`config.mk`:
```
export PLATFORM = sky130hd
export DESIGN_NAME = bcd_serial_addsub
export DESIGN_NICKNAME = d
export VERILOG_FILES = /design/src/rtl/bcd_serial_addsub_pkg.sv /design/src/rtl/bcd_serial_addsub_digit.sv /design/src/rtl/bcd_serial_addsub.sv
export SDC_FILE = /design/constraint.sdc
export NUM_CORES = 1
export LEC_CHECK = 0
export CAP_MARGIN = 25
export CORE_MARGIN = 1.5
export CORE_UTILIZATION = 59
export DETAILED_ROUTE_END_ITERATION = 8
export PLACE_DENSITY = 0.9
export REMOVE_ABC_BUFFERS = 1
export SLEW_MARGIN = 0
export SYNTH_ARGS = -nofsm -noshare
export SYNTH_HDL_FRONTEND = slang
export SYNTH_HIERARCHICAL = 1
export SYNTH_SLANG_ARGS = --single-unit
```
`constraint.sdc`:
```
create_clock -name clk -period 9.1 [get_ports clk]
set_clock_uncertainty 0.2 [all_clocks]
set_input_delay 1.365 -clock clk [delete_from_list [all_inputs] [get_ports clk]]
set_output_delay 1.365 -clock clk [all_outputs]
set_load 0.01 [all_outputs]
```
`src/rtl/bcd_serial_addsub_pkg.sv`:
```
// bcd_serial_addsub_pkg: shared states, BCD constants, default width and the nines-complement helper
package bcd_serial_addsub_pkg;
  localparam int DEFAULT_DIGITS = 4;
  localparam logic [3:0] BCD_NINE = 4'd9;
  localparam logic [3:0] BCD_MAX_DIGIT = 4'd9;
  typedef enum logic [1:0] {S_IDLE = 2'd0, S_ADD = 2'd1, S_FIX = 2'd2, S_DONE = 2'd3} state_t;
  function automatic logic [3:0] nines(input logic [3:0] d);
    return BCD_NINE - d;
  endfunction
endpackage

```
`src/rtl/bcd_serial_addsub_digit.sv`:
```
// bcd_digit_adder: one BCD digit x+y+ci -> s,co with +6 decimal correction
module bcd_digit_adder (
  input  logic [3:0] x,
  input  logic [3:0] y,
  input  logic       ci,
  output logic [3:0] s,
  output logic       co
);
  logic [4:0] bin;
  always_comb begin
    bin = {1'b0, x} + {1'b0, y} + {4'd0, ci};
    co = bin > 5'd9;
    s = co ? bin[3:0] + 4'd6 : bin[3:0];
  end
endmodule

```
`src/rtl/bcd_serial_addsub.sv`:
```
// bcd_serial_addsub: digit-serial BCD add/sub (start/sub/a/b in; busy/done/result/cout/neg/err out)
module bcd_serial_addsub
  import bcd_serial_addsub_pkg::*;
#(
  parameter int DIGITS = DEFAULT_DIGITS
) (
  input  logic                clk,
  input  logic                rst,
  input  logic                start,
  input  logic                sub,
  input  logic [4*DIGITS-1:0] a,
  input  logic [4*DIGITS-1:0] b,
  output logic                busy,
  output logic                done,
  output logic [4*DIGITS-1:0] result,
  output logic                cout,
  output logic                neg,
  output logic                err
);
  localparam int W = 4 * DIGITS;
  localparam int IW = $clog2(DIGITS);
  state_t state;
  logic [W-1:0] ra, rb, acc;
  logic [IW-1:0] idx;
  logic carry, e, rsub;
  logic [3:0] ad, bd, pd, x, y, s;
  logic co, last, bad;
  always_comb begin
    ad = ra[4*idx +: 4];
    bd = rb[4*idx +: 4];
    pd = acc[4*idx +: 4];
    x = state == S_FIX ? pd : ad;
    y = state == S_FIX ? 4'd0 : rsub ? nines(bd) : bd;
    last = idx == IW'(DIGITS - 1);
    bad = 1'b0;
    for (int i = 0; i < DIGITS; i++)
      bad = bad | (ra[4*i +: 4] > BCD_MAX_DIGIT) | (rb[4*i +: 4] > BCD_MAX_DIGIT);
  end
  bcd_digit_adder u_add (.x(x), .y(y), .ci(carry), .s(s), .co(co));
  // done is registered and lands in IDLE, so busy also covers the done cycle
  assign busy = (state != S_IDLE) | done;
  always_ff @(posedge clk) begin
    if (rst) begin
      state <= S_IDLE;
      idx <= '0;
      carry <= 1'b0;
      e <= 1'b0;
      rsub <= 1'b0;
      ra <= '0;
      rb <= '0;
      acc <= '0;
      done <= 1'b0;
      result <= '0;
      cout <= 1'b0;
      neg <= 1'b0;
      err <= 1'b0;
    end else begin
      done <= 1'b0;
      case (state)
        S_IDLE: if (start) begin
          ra <= a;
          rb <= b;
          rsub <= sub;
          idx <= '0;
          carry <= 1'b0;
          acc <= '0;
          state <= S_ADD;
        end
        S_ADD: begin
          acc[4*idx +: 4] <= s;
          carry <= co;
          idx <= last ? '0 : idx + 1'b1;
          if (last) begin
            e <= co;
            state <= rsub ? S_FIX : S_DONE;
          end
        end
        S_FIX: begin
          // E=1: carry already holds the end-around 1; E=0: complement the partial sum
          acc[4*idx +: 4] <= e ? s : nines(pd);
          carry <= co;
          idx <= last ? '0 : idx + 1'b1;
          if (last) state <= S_DONE;
        end
        S_DONE: begin
          done <= 1'b1;
          result <= bad ? '0 : acc;
          cout <= !bad && !rsub && carry;
          neg <= !bad && rsub && !e && acc != '0;
          err <= bad;
          state <= S_IDLE;
        end
        default: state <= S_IDLE;
      endcase
    end
  end
endmodule
```
# Word level (Yosys, flattened, before mapping)
# Index checks and enable logic that the tools add are counted.
dict set report classes {
  n_addsub 7
  order_cmp 9
  n_eq_ne 7
  shift 6
  n_mux 21
  n_bitwise 8
  n_reduce_logical 19
}
# op count
set op_table {}
lappend op_table {{$shiftx A4 B34 Y16} 2}
lappend op_table {{$pmux W16 S3} 1}
lappend op_table {{$shiftx A16 B5 Y4} 3}
lappend op_table {{$neg A4 Y34} 1}
lappend op_table {{$shift A4 B34 Y16 const A} 1}
lappend op_table {{$bwmux W16} 2}
lappend op_table {{$gt A4 B4 Y1 const B} 8}
lappend op_table {{$mux W16} 2}
lappend op_table {{$mux W4} 5}
lappend op_table {{$reduce_bool A16 Y1} 1}
lappend op_table {{$mux W2} 5}
lappend op_table {{$or A1 B1 Y1} 8}
lappend op_table {{$pmux W2 S4} 1}
lappend op_table {{$reduce_and A2 Y1} 4}
lappend op_table {{$sub A4 B4 Y4 const A} 2}
lappend op_table {{$eq A2 B2 Y1 const B} 3}
lappend op_table {{$ne A2 B2 Y1 const B} 3}
lappend op_table {{$add A4 B4 Y5} 1}
lappend op_table {{$add A5 B1 Y5} 1}
lappend op_table {{$gt A5 B4 Y1 const B} 1}
lappend op_table {{$logic_and A1 B1 Y1} 5}
lappend op_table {{$add A4 B3 Y4 const B} 1}
lappend op_table {{$pmux W2 S2} 1}
lappend op_table {{$reduce_bool A2 Y1} 2}
lappend op_table {{other kinds (9)} 13}
dict set report word_totals {
  regBits 75
  inputBits 36
  out_inout_bits 21
  wordCells 90
}

# Longest topological paths before layout
# Gate-level depths: netlist of run 1.
dict set report depth {
  ltp_word 12
  depth_mapped 18
  ltp_nobuf 16
}

# Hierarchy
# Netlist of run 1, hierarchy kept.
# module n_inst cells_each area_per_inst_um2 seq_area_each_um2
set by_module_without_submodules {}
lappend by_module_without_submodules {bcd_serial_addsub 1 461 3839.9 1501.4}
lappend by_module_without_submodules {bcd_digit_adder 1 22 211.5 0.0}

# Worst setup path before layout of run 1
# Ideal clock, no wire load.
dict set report synth_path {
  path_type {reg-to-reg}
  start {register idx[0]}
  end {register acc[11]}
  setup_time_ns 0.117
  arrival_ns 4.227
  required_ns 8.783
  path_slack_ns 4.556
  path_stages_with_launch 16
  n_path_buf 2
  synth_period_minus_slack_ns 4.544
  cell_sequence {dfxtp_1 -> buf_6 -> buf_2 -> mux4_2 -> mux2_2 -> fa_1 -> fa_1 -> xnor2_1 -> ha_1 -> a31o_1 -> a2111oi_0 -> nor2b_1 -> nand2b_1 -> o2111a_1 -> a221o_1 -> a22o_1}
}
dict set report synth_between {
  elab_cells_between_ends 21
  classes_between {add/sub (6); order compare (1); shift (6); mux (8)}
}
# element line
set synth_lines {}
lappend synth_lines {{from (decl)} bcd_serial_addsub.sv:24} ;# logic [IW-1:0] idx;
lappend synth_lines {{from (signal assigned)} bcd_serial_addsub.sv:72} ;# idx <= last ? '0 : idx + 1'b1;
lappend synth_lines {{from (signal assigned)} bcd_serial_addsub.sv:82} ;# idx <= last ? '0 : idx + 1'b1;
lappend synth_lines {{$shiftx A16 B5 Y4 (on tied branches)} {bcd_serial_addsub.sv:29, bcd_serial_addsub.sv:31}}
lappend synth_lines {{$mux W4 *} bcd_serial_addsub.sv:32} ;# x = state == S_FIX ? pd : ad;
lappend synth_lines {{net x[0]} bcd_serial_addsub.sv:26} ;# logic [3:0] ad, bd, pd, x, y, s;
lappend synth_lines {{$add A4 B4 Y5 *} bcd_serial_addsub_digit.sv:11} ;# bin = {1'b0, x} + {1'b0, y} + {4'd0, ci};
lappend synth_lines {{$add A5 B1 Y5 *} bcd_serial_addsub_digit.sv:11}
lappend synth_lines {{$add A4 B3 Y4 / $gt A5 B4 Y1 (equally long branches)} {bcd_serial_addsub_digit.sv:13, bcd_serial_addsub_digit.sv:12}}
lappend synth_lines {{$mux W4 *} bcd_serial_addsub_digit.sv:13} ;# s = co ? bin[3:0] + 4'd6 : bin[3:0];
lappend synth_lines {{net s[3]} bcd_serial_addsub.sv:26}
lappend synth_lines {{$mux W4} bcd_serial_addsub.sv:80} ;# acc[4*idx +: 4] <= e ? s : nines(pd);
lappend synth_lines {{$shiftx A4 B34 Y16} bcd_serial_addsub.sv:80}
lappend synth_lines {{$bwmux W16} bcd_serial_addsub.sv:80}
lappend synth_lines {{$pmux W16 S3 *} bcd_serial_addsub.sv:59} ;# case (state)
lappend synth_lines {{to (signal, indexed assignment)} bcd_serial_addsub.sv:70} ;# acc[4*idx +: 4] <= s;
lappend synth_lines {{to (signal, indexed assignment)} bcd_serial_addsub.sv:80}
lappend synth_lines {{to (decl)} bcd_serial_addsub.sv:23} ;# logic [W-1:0] ra, rb, acc;
# The timed path passes the listed nets; every way through them passes the cells marked *.
# A chain may end at the register's enable or synchronous reset.

# Worst setup path after layout of run 1
dict set report layout_path {
  start {register idx[1]}
  end {register acc[11]}
}
# Same word-level chain as after synthesis.

==> results of run 1 <==
[sequential cells by signal, summed over array words and instances (netlist names)]
name / flops
acc: 16
cout: 1
rb: 16
result: 16
neg: 1
e: 1
state: 2
done: 1
err: 1
rsub: 1
carry: 1
idx: 2
ra: 16
[per-layer routing]
layer  up-vias  GRT usage  routed length, microns
li1       1790          -                       -
met1      1761      0.376                    4190
met2       207      0.528                    5370
met3        48     0.0510                     751
met4         0      0.173                     452
met5         -          0                       0
[power groups by stage]
stage | clock network, mW | logic (mW) | registers [mW]
6_report | 0.267 | 0.604 | 0.400
5_1_grt | 0.283 | 0.656 | 0.404
4_1_cts | 0.267 | 0.580 | 0.399
3_5_place_dp | 0 | 0.573 | 0.406
3_3_place_gp | 0 | 0.559 | 0.403
2_1_floorplan | 0 | 0.418 | 0.403
[worst register-to-register path: cells and delay by family, from the launching register on]
family | cells | cell delay, ps
fa+ha+maj | 3 | 1110
flops | 1 | 880
xor+xnor | 1 | 180
mux | 2 | 780
simple gates | 2 | 360
compound gates | 5 | 1260
[cells by family after synthesis]
group | Yosys count | synth area share
adder cells (fa/ha/maj) | 18 | 0.0593
multiplexers | 19 | 0.0874
buffers and inverters | 49 | 0.0513
XOR/XNOR | 6 | 0.0130
flip-flops | 75 | 0.371
AND/OR/NAND/NOR | 183 | 0.206
AO/OA/AOI/OAI | 133 | 0.212
[layout make-up]
class                           instances  share of cell area
Multi-Input combinational cell        359               0.488
Clock inverter                          5              0.0125
Tap cell                               80              0.0208
Clock buffer                           11              0.0294
Sequential cell                        75               0.312
Timing Repair Buffer                   59               0.124
Inverter                               17              0.0133
[worst paths after layout]
path	startpoint	to	slack, ps	cells past startpoint
worst max-delay path	idx[1]	acc[11]	4220	13
worst min-delay path	ra[12]	ra[12]	260	2
worst max register to register	idx[1]	acc[11]	4220	13
worst min register to register	ra[12]	ra[12]	260	2
[cell usage in the layout, fill, tap and decap left out, drive strengths merged, types with 2 or more instances in the layout]
master and instances:
nor4 5, o21ai 18, mux4 12, nor2b 8, nor2 48, fa 2
a2111oi 3, inv 18, a221oi 3, nand2 84, clkdlybuf4s50 55, ha 16
dfxtp 75, a21o 3, a32oi 8, nand2b 5, a21oi 61, a22oi 12
o21bai 2, clkbuf 12, clkinv 2, nor3 7, and3 3, nand4 4
xnor2 5, o22ai 2, a31oi 3, buf 3, nor3b 4, a31o 2
nand3b 2, a2bb2oi 2, mux2i 2, mux2 5, nand3 10
[through the flow]
| step | instances | setup slack, ps | power, mW |
|---|---|---|---|
| after global placement | 589 | 4440 | 0.963 |
| after detailed placement | 589 | 4310 | 0.979 |
| after global routing | 606 | 3980 | 1.34 |
| after floorplan | 451 | 4330 | 0.821 |
| after CTS | 605 | 4280 | 1.25 |
| final | 606 | 4220 | 1.27 |
==> impl_metrics.ini, run 1 <==
[status]
outcome = finished clean

[finish]
fillers = 512
layout.area.seq_sq_mm = 0.00150
post-route-util = 0.715
area_growth_syn_to_layout_pct = 18.6
fin_area_sq_mm = 0.00480
n_antenna_cell = 0
drive_gt1_frac = 0.0875
multi_input_area_sq_mm = 0.00234
nNetsFinal = 575

[setup_path]
crit_path_top_delay_cell = dfxtp_1
crit_path_max_incr_delay_ps = 880
cp_common_cell = fa_1
cp-end-kind = flip-flop
crit_buf_inv = 0
crit_type = reg2reg
critical-path-top-delay-family = compound AO/OA/AOI/OAI gates
path_cells = mux4_2 -> mux2_2 -> fa_1 -> fa_1 -> xnor2_1 -> ha_1 -> a31o_1 -> a2111oi_0 -> nor2b_1 -> nand2b_1 -> o2111a_1 -> a221o_1 -> a22o_1
critical_path_arrival_ps = 4920
critical_path_required_ps = 9140
cp_max_fo = 18
crit_path_start_kind = flip-flop

[global_route]
grt_overflow_total = 0
grt_use_total = 0.311
grt_pass1_vias = 3742
antenna_found_initial = 0
grt_pass1_wl_microns = 17900
grt_start_max_net_pins = 72

[clocking]
cts_tree = built
h-tree-depth = 3
postCtsSetupRepairBufs = 0
clock-root-buffer = clkbuf_8
clkLatencyLatePin_ps = 360
post_cts_resized = 0
cts-buffers-inserted = 9
clockBufferDepth = 2
clk_pin_slew_ps = 90
cts.sink_count = 75
hold_buffers = 0

[logic_synthesis]
synth_most_common_cell = nand2_1
synth_top_area_share = 0.371
synth_common_cells = 82 x nand2_1, 75 x dfxtp_1, 61 x a21oi_1, 48 x nor2_1, 22 x clkbuf_1
yosysTopAreaCell = dfxtp_1
yosys_register_bits = 75
yosys_warnings = 6
netlist_top_cells_area = dfxtp_1 37%, nand2_1 7.6%, a21oi_1 7.5%
async_flop_share = 0
avgSynthCellArea_sq_um = 8.39
synth-edff-count = 0
synth-main-ff-cell = dfxtp_1
synth-seq-area-share = 0.371
synth.cell_area_sq_mm = 0.00405
synth_cells = 483
synth_cell_type_count = 63

[pwr]
combPwrFrac = 0.475
p_seq_frac = 0.315
switching_share = 0.429
ir_drop_v = 0.000156
p_int_uw = 726
p_clk_frac = 0.210
p_leak_nw = 1.71
power_density_mw_per_mm2 = 265
p_sw_uw = 545

[detailed_routing]
vias = 3806
dr.pass1.iters = 6
drt_iter0_markers = 336
drc = 0
routed_wl_microns = 10800
antenna_left = 0
wl_per_cell_microns = 17.8
vias_per_cell = 6.28

[floorplanning]
die_y_microns = 85.9
ios = 57
chipWidth_microns = 85.9
die_area_sq_mm = 0.00737
core.rowCount = 30
initial_core_util = 0.603
coreArea_sq_mm = 0.00672

[placement]
place.gp.congestion = 0.958
dp_hpwl_microns = 7410
post_dp_cell_area_sq_mm = 0.00458
io_buffer_count = 56

[sta]
hold_viol = 0
period_share = 0.536
relSlewSlack = 0.251
slew_viol_final = 0
timing.hold.ws_ps = 265
rsz0062_at_grt = no
fmax_ghz = 0.205
tns_ps = 0
fin_crit_ps = 4880
tightest_slew_ps = 1120
setup_viol = 0

[run]
maxCapViolations = 0

[hold_path]
hold_path_class = reg2reg
(Power assumes the default switching activity.)
==> run 2, diff against run 1 <==
CORE_UTILIZATION = 50   (was 59)
PLACE_DENSITY = 0.82   (was 0.9)
clock period = 4.3 ns   (was 9.1 ns; I/O delays follow)
==> run 2 against run 1 <==
Effect of this change:
- critical path depth up 1
- count of clock-buffer cells in the layout unchanged
- highest routed layer unchanged
- sequential power up 110%
==> impl_metrics.ini, run 2 (synthesized netlist as in run 1, its figures left out) <==
[clocking]
clk_pin_slew_ps = 80
clkLatencyLatePin_ps = 360
hold_buffers = 0
cts-buffers-inserted = 9
cts.sink_count = 75
h-tree-depth = 3
clock-root-buffer = clkbuf_8
clockBufferDepth = 2
cts_tree = built

[finish]
final_common_cell = nand2_1
area_growth_syn_to_layout_pct = 22.8
n_antenna_cell = 0
final_cell_mix = 82 x nand2_1, 74 x dfxtp_1, 60 x a21oi_1, 55 x clkdlybuf4s50_1, 47 x nor2_1
nNetsFinal = 591
drive_gt1_frac = 0.137
fillers = 699

[sta]
setup_viol = 0
rsz0062_at_grt = no
timing.hold.ws_ps = 257
fmax_ghz = 0.243
hold_viol = 0
relSlewSlack = 0.472
fin_crit_ps = 4120
period_share = 0.959
tightest_slew_ps = 790
slew_viol_final = 0

[placement]
dp_hpwl_microns = 8000
io_buffer_count = 56
place.gp.congestion = 0.941

[global_route]
grt_start_max_net_pins = 71
grt_overflow_total = 0
grt_pass1_vias = 3633
grt_use_total = 0.262
grt_pass1_wl_microns = 17600
antenna_found_initial = 0

[setup_path]
crit_type = reg2reg
reg2reg_setup_slack_ps = 180
crit_start = idx[0]
r2r_start = idx[0]
cp-end-kind = flip-flop
cp_max_fo = 5
critical_path_required_ps = 4320
crit_path_start_kind = flip-flop
critical_path_arrival_ps = 4150

[run]
maxCapViolations = 0

[pwr]
p_leak_nw = 1.78
p_total_mw = 2.79
power_density_mw_per_mm2 = 560
ir_drop_v = 0.000276

[hold_path]
hold_path_class = reg2reg
min_from = ra[12]

[status]
outcome = finished clean

[floorplanning]
die_y_microns = 93.0
chipWidth_microns = 93.0
coreArea_sq_mm = 0.00777
core.rowCount = 32
ios = 57
initial_core_util = 0.522
die_area_sq_mm = 0.00865

[detailed_routing]
vias_per_cell = 5.90
dr.pass1.iters = 5
routed_wl_microns = 10900
vias = 3800
drt_iter0_markers = 244
wl_per_cell_microns = 16.9
antenna_left = 0
drc = 0
-- run 2: final timing paths --
kind             to  depth (start not counted)
min          ra[12]                          2
max          acc[6]                         14
min reg2reg  ra[12]                          2
max reg2reg  acc[6]                         14
-- run 2: metal layers --
layer	global-route usage	share of wire	vias up	wire (microns)
li1	-	-	1825	-
met1	0.313	0.41	1784	4430
met2	0.457	0.50	162	5410
met3	0.0537	0.066	29	716
met4	0.104	0.027	0	291
met5	0	0	-	0
-- run 2: area by class of cell --
class | count | area [sq um] | share of cell area
Multi-Input combinational cell | 359 | 2400 | 0.482
Timing Repair Buffer | 75 | 713 | 0.143
Tap cell | 102 | 128 | 0.0256
Clock buffer | 11 | 131 | 0.0264
Inverter | 17 | 63.8 | 0.0128
Clock inverter | 5 | 37.5 | 0.00754
Sequential cell | 75 | 1510 | 0.302
-- run 2: what timing repair did --
item | CTS | global route
setup endpoints to repair | 7 | 12
resized for setup | 3 | 14
setup buffers | 0 | 1
pin swaps | 0 | 4
-- run 2: power by group --
part	leakage (nW)	internal, mW	switching (mW)
combinational	1.09	0.600	0.860
sequential	0.610	0.773	0.0658
clock	0.0799	0.212	0.276
total	1.78	1.59	1.20
-- run 2: critical path, cell delays in order, from the launching register on --
cell	delay, ps
dfxtp_4	390
mux4_2	510
mux2_2	290
fa_2	390
fa_2	540
inv_2	60
ha_2	190
a31o_4	230
o31ai_4	270
mux2i_1	150
mux2_2	290
a22oi_2	130
nor2_2	80
a32oi_1	210
nor2_1	60
-- run 2: through the flow --
step	std cells	worst slack, ps	instance area, sq um	setup TNS (ps)	utilization
floorplan	451	-467	3910	-3840	-
global placement	625	19.3	4710	0	0.606
detailed placement	625	-143	4710	-646	0.606
CTS	641	15.2	4890	0	0.629
global route	644	23.9	4980	0	0.641
finish	644	176	4980	0	0.641
